--- src/rtl/audio_channel_sequencer.sv ---
// Shares one audio processing core between the left and right codec
// channels with round-robin arbitration and per-channel DAC delivery.
// Optional core-timeout bypass: define AUDIO_SEQ_TIMEOUT_EN.
module audio_channel_sequencer #(
    parameter int DATA_W  = 32,
    parameter int TIMEOUT = 1024
) (
    input  logic              clock,
    input  logic              reset,
    input  logic [DATA_W-1:0] adc_left_data,
    input  logic              adc_left_valid,
    output logic              adc_left_ready,
    input  logic [DATA_W-1:0] adc_right_data,
    input  logic              adc_right_valid,
    output logic              adc_right_ready,
    output logic              core_start,
    output logic [DATA_W-1:0] core_data,
    output logic              core_chan,
    input  logic              core_done,
    input  logic [DATA_W-1:0] core_result,
    output logic [DATA_W-1:0] dac_left_data,
    output logic              dac_left_valid,
    input  logic              dac_left_ready,
    output logic [DATA_W-1:0] dac_right_data,
    output logic              dac_right_valid,
    input  logic              dac_right_ready,
    output logic              busy,
    output logic              timeout_err
);

    typedef enum logic [1:0] {
        IDLE,
        ISSUE,
        WAIT,
        OUTPUT
    } state_t;

    state_t            state_q, state_d;
    logic              last_q, last_d;
    logic              chan_q, chan_d;
    logic [DATA_W-1:0] sample_q, sample_d;
    logic [DATA_W-1:0] dl_q, dl_d;
    logic [DATA_W-1:0] dr_q, dr_d;
    logic              grant_l, grant_r;
    logic              expire;
    logic [DATA_W-1:0] res_val;
    logic              dac_rdy;

`ifdef AUDIO_SEQ_TIMEOUT_EN
    localparam int CNT_W = $clog2(TIMEOUT);

    logic [CNT_W-1:0] cnt_q, cnt_d;
    logic             terr_q, terr_d;

    // core done on the limit cycle wins over the bypass
    assign expire = (state_q == WAIT) && !core_done &&
                    (cnt_q == CNT_W'(TIMEOUT - 1));

    // wait counter restarts on every ISSUE, flag is sticky
    always_comb begin
        cnt_d  = cnt_q;
        terr_d = terr_q | expire;
        if (state_q == ISSUE) begin
            cnt_d = '0;
        end else if (state_q == WAIT) begin
            cnt_d = cnt_q + 1'b1;
        end
    end

    // timeout counter and sticky error register
    always_ff @(posedge clock) begin
        if (reset) begin
            cnt_q  <= '0;
            terr_q <= 1'b0;
        end else begin
            cnt_q  <= cnt_d;
            terr_q <= terr_d;
        end
    end

    assign timeout_err = terr_q;
`else
    assign expire      = 1'b0;
    assign timeout_err = 1'b0;
`endif

    // round-robin grant; a tie goes to the channel not served last
    always_comb begin
        grant_l = 1'b0;
        grant_r = 1'b0;
        if (state_q == IDLE) begin
            if (adc_left_valid && (!adc_right_valid || last_q)) begin
                grant_l = 1'b1;
            end else if (adc_right_valid) begin
                grant_r = 1'b1;
            end
        end
    end

    assign adc_left_ready  = grant_l;
    assign adc_right_ready = grant_r;

    assign res_val = core_done ? core_result : sample_q;
    assign dac_rdy = chan_q ? dac_right_ready : dac_left_ready;

    // next-state logic for the sequencer FSM and its datapath
    always_comb begin
        state_d  = state_q;
        last_d   = last_q;
        chan_d   = chan_q;
        sample_d = sample_q;
        dl_d     = dl_q;
        dr_d     = dr_q;
        unique case (state_q)
            IDLE: begin
                if (grant_l) begin
                    sample_d = adc_left_data;
                    chan_d   = 1'b0;
                    state_d  = ISSUE;
                end else if (grant_r) begin
                    sample_d = adc_right_data;
                    chan_d   = 1'b1;
                    state_d  = ISSUE;
                end
            end
            ISSUE: begin
                state_d = WAIT;
            end
            WAIT: begin
                if (core_done || expire) begin
                    if (chan_q) begin
                        dr_d = res_val;
                    end else begin
                        dl_d = res_val;
                    end
                    state_d = OUTPUT;
                end
            end
            OUTPUT: begin
                if (dac_rdy) begin
                    last_d  = chan_q;
                    state_d = IDLE;
                end
            end
            default: begin
                state_d = IDLE;
            end
        endcase
    end

    // state and datapath registers, reset takes priority
    always_ff @(posedge clock) begin
        if (reset) begin
            state_q  <= IDLE;
            last_q   <= 1'b1;
            chan_q   <= 1'b0;
            sample_q <= '0;
            dl_q     <= '0;
            dr_q     <= '0;
        end else begin
            state_q  <= state_d;
            last_q   <= last_d;
            chan_q   <= chan_d;
            sample_q <= sample_d;
            dl_q     <= dl_d;
            dr_q     <= dr_d;
        end
    end

    assign core_start      = (state_q == ISSUE);
    assign core_data       = sample_q;
    assign core_chan       = chan_q;
    assign dac_left_data   = dl_q;
    assign dac_right_data  = dr_q;
    assign dac_left_valid  = (state_q == OUTPUT) && !chan_q;
    assign dac_right_valid = (state_q == OUTPUT) && chan_q;
    assign busy            = (state_q != IDLE);

endmodule

--- config.mk ---
export PLATFORM = sky130hd
export DESIGN_NAME = audio_channel_sequencer
export DESIGN_NICKNAME = d
export VERILOG_FILES = /design/src/rtl/audio_channel_sequencer.sv
export SDC_FILE = /design/constraint.sdc
export NUM_CORES = 1
export LEC_CHECK = 0
export BUFFER_PORTS_ARGS = -buffer_cell sky130_fd_sc_hd__buf_2
export CORE_ASPECT_RATIO = 0.9
export CORE_MARGIN = 2
export CORE_UTILIZATION = 26
export CTS_CLUSTER_DIAMETER = 60
export DETAILED_ROUTE_END_ITERATION = 7
export PLACE_DENSITY = 0.51
export SKIP_LAST_GASP = 1
export SYNTH_ARGS = -nofsm -noshare
export SYNTH_HDL_FRONTEND = slang
export SYNTH_SLANG_ARGS = --single-unit
export TNS_END_PERCENT = 1
--- constraint.sdc ---
create_clock -name clock -period 4.88 [get_ports clock]
set_input_delay 0.976 -clock clock [delete_from_list [all_inputs] [get_ports clock]]
set_output_delay 0.976 -clock clock [all_outputs]
set_load 0.05 [all_outputs]
# Yosys cells after proc, flatten, opt, wreduce, memory -nomap -nowiden
# Cells that the tools add are included.
# word_totals
out_inout_bits	104
input_bits	103
wordCells	42
regBits	100
# classes
reduce_logical	14
n_bitwise	1
n_eq_ne	6
mux	15
# op_table
cell	count
two-way mux 32 bit	2
AND reduction 3 bit	3
two-way mux 1 bit	8
two-way mux 2 bit	4
one-hot mux 2 bit (4 select lines)	1
equality test 2 bit (second input constant)	2
inequality test 2 bit (second input constant)	2
AND reduction 2 bit	2
nonzero test 2 bit	2
logical AND 1 bit	3
inequality test 3 bit (second input constant)	1
equality test 2 x 1 -> 1 bit (second input constant)	1
zero test 1 bit	2
zero test 2 bit	1
logical OR 1 bit	1
inverter 1 bit	1

# Logic depth before layout (Yosys ltp)
# logic_depth
word_depth	8
ltp_mapped	8
mapped_depth_nobuf	5

# Least setup slack after synthesis
# No wires, ideal clock.
# synth_path
path_kind	input to output
startpoint	input adc_right_valid
endpoint	output adc_right_ready
required_time_ps	3904
path_buffers	2
path_stages	4
arrival_time_ps	2174
setup_slack_ps	1730
path_cell_list	buf_6 > nand2_1 > clkbuf_1 > a21oi_1
# synth_via
elab_chain_len	5
# synth_lines
element	line	text
from (decl)	14	input logic adc_right_valid,
zero test 1 bit	92	if (adc_left_valid && (!adc_right_valid || last_q)) begin
logical OR 1 bit	92	
logical AND 1 bit	92	
two-way mux 1 bit *	92	
two-way mux 1 bit *	91	if (state_q == IDLE) begin
to (decl)	15	output logic adc_right_ready,
# Mark *: on every way between the ends. The rest lies on a longest branch, timed or not.

# Final worst setup path
# layout_path
startpoint	input adc_right_valid
endpoint	output adc_left_ready
# layout_via
elab_chain_len	5
# layout_lines
element	line	text
zero test 1 bit	92	
logical OR 1 bit	92	
logical AND 1 bit	92	
two-way mux 1 bit	92	
two-way mux 1 bit	91	
to (decl)	12	output logic adc_left_ready,
# No other way between the ends.

==> flow_summary.yaml <==
outcome:
  status: "completed"
yosys:
  synth_cell_types: 29
  synth-main-ff-cell: "dfxtp_1"
  synth-edff-count: 0
  syn_area_per_cell_sq_um: 8.31
  async_flop_share: 0
  yosys-top-cells-count: "164 x nand2_1, 100 x dfxtp_1, 67 x a21oi_1"
  yosysSeqAreaShare: 0.475
  synth.area.top_cells: "dfxtp_1 47%, nand2_1 15%, a311oi_2 10%"
  syn-num-nets: 615
  syn-cell-area_sq_um: 4220
  synth_cells: 507
  yosysTopAreaCell: "dfxtp_1"
  yosysTopAreaCellShare: 0.475
  ys_ff_latch: 100
  synthMostInstantiatedCell: "nand2_1"
  yosys_warnings: 0
floorplan:
  core_sq_um: 16000
  fp-row-count: 44
  die_x_um: 138
  die-area_sq_um: 17200
  boundaryPins: 207
  die_h_um: 125
  initial_core_util: 0.263
clock_tree:
  clockBufferDepth: 2
  post_cts_buffers: 0
  worstSkewPairLatency_ns: 0.35
  cts_tree: "yes"
  ctsRootBufferMaster: "clkbuf_16"
  cts_made_buffers: 9
  h-tree-depth: 3
  holdBufCountCts: 0
  clkTransAtPathRegs_ns: 0.07
  clock_sinks: 100
  cts_resized: 0
timing:
  post-route-period-util: 0.692
  setup_violations: 0
  drv_slew: 0
  worst_hold_slack_ns: 0.455
  slew_headroom: 0.532
  final.setup.tns_ns: 0
  skew_ns: 0.0103
  fin_ws_ns: 1.50
  tightestPinTransition_ns: 0.701
  fin_crit_ns: 3.38
  rsz0062_at_grt: "false"
  fmaxAchievable_ghz: 0.296
  finalHoldViolCount: 0
place:
  place_inst: 881
  io_buffers: 205
  gp_congestion: 0.795
  post-place-ws_ns: 1.51
  dp_hpwl_mm: 9.60
setup_path:
  critical-path-top-delay-family: "buffers and inverters"
  critical_path.cell_chain: "buf_2 -> buf_4 -> nor2b_4 -> buf_4 -> or2_2 -> inv_1 -> buf_2"
  cp_max_fo: 36
  cp_data_arrival_time_ns: 2.40
  cpPeakStageDelay_ns: 0.34
  cpMaxStageDelayCell: "buf_4"
  worstPathRequired_ns: 3.90
  critPathCaptureType: "output port"
  worstSetupStartpointType: "input pin"
  critPathKind: "in -> out"
  critical_path_buf_inv_count: 5
grt:
  grt_overflow: 0
  grt_first_pass_wirelength_mm: 21.9
  grt_max_degree: 55
  grt_pass1_vias: 4206
  antenna_found_initial: 0
  grt_use_total: 0.156
layout:
  antennaDiodeCount: 0
  area_growth_pct: 34.4
  nFillCells: 1710
  final-seq-area_sq_um: 2000
  nNetsFinal: 793
  final_core_util: 0.354
  fin_cells: 897
  drive_above_1_share: 0.380
  multi_input_area_sq_um: 1950
power_and_ir_drop:
  power_density_nw_per_um2: 544
  ir_worst_vdd_uv: 264
  leakage_nw: 2.44
job:
  maxCapViolations: 0
route:
  wl_mm: 13.8
  num_vias: 4286
  viasPerCell: 4.78
  postRouteAntennaNets: 0
  wire_per_inst_um: 15.4
  drcViolationCount: 0
  drt_iter0_markers: 188
  firstDrtPassIters: 5
hold_path:
  hp-class: "reg -> reg"
## flip-flops by register name (all words and copies together), names as in the netlist
signal,cells
core_chan,1
core_data,32
dac_left_data,32
dac_right_data,32
last_q,1
state_q,2
## through the flow
step	area, sq um	total power, mW
after floorplan	4220	2.02
after global placement	5340	2.30
after detailed placement	5340	2.32
after CTS	5670	3.11
after global routing	5670	3.23
final	5670	3.08
## placed cells by master (no fill, tap or decap), types with 5 or more instances in the layout
master       n
a21oi_1     67
a311oi_2    29
buf_2      204
buf_4       12
clkbuf_16    9
dfxtp_1    100
ha_1         5
inv_1        5
nand2_1    164
nand3_1     33
nor3_1      32
## layer usage
layer,vias to the layer above,track usage,wire length (um)
li1,2081,-,-
met1,2016,0.200,6300
met2,172,0.250,6250
met3,17,0.0488,1010
met4,0,0.0486,208
met5,-,0,0
## cell families (layout without fill, tap and decap cells)
group / Yosys count / count (layout) / share of synthesized area
muxes: 3 / 3 / 0.00712
AOI/OAI and AO/OA: 103 / 103 / 0.197
other: 1 / 1 / 0.000890
and+or+nand+nor: 241 / 241 / 0.243
buffers and inverters: 54 / 237 / 0.0620
adders and majority gates: 5 / 5 / 0.0148
DFF: 100 / 100 / 0.475
## worst reg2reg max path: stages, from the launching register on
cell and delay, ns:
dfxtp_1 0.34, inv_1 0.11, ha_1 0.30, buf_4 0.37, nand2_1 0.14, or2_2 0.32, buf_4 0.31, a311oi_1 0.28
## final timing paths
check	start	end	slack [ns]	cells after the start
setup / recovery	adc_right_valid	adc_left_ready	1.50	7
hold / removal	dac_left_data[31]$_SDFFE_PP0P_	dac_left_data[31]$_SDFFE_PP0P_	0.45	2
setup reg to reg	state_q[0]$_SDFFE_PP0P_	core_data[4]$_SDFFE_PP0P_	2.63	7
hold reg to reg	dac_left_data[31]$_SDFFE_PP0P_	dac_left_data[31]$_SDFFE_PP0P_	0.45	2
## layout make-up
cell class	count	share of cell area
Sequential cell	100	0.353
Multi-Input combinational cell	353	0.345
Timing Repair Buffer	216	0.196
Tap cell	207	0.0457
Clock buffer	10	0.0404
Clock inverter	6	0.0166
Inverter	5	0.00331
## report_power, final
group | leakage (nW) | switching (mW) | internal, mW | total [mW]
clock | 0.154 | 0.328 | 0.455 | 0.784
combinational | 1.47 | 0.934 | 0.318 | 1.25
sequential | 0.815 | 0.0933 | 0.955 | 1.05
total | 2.44 | 1.36 | 1.73 | 3.08
Note: power is estimated with default switching activity, not from simulation.
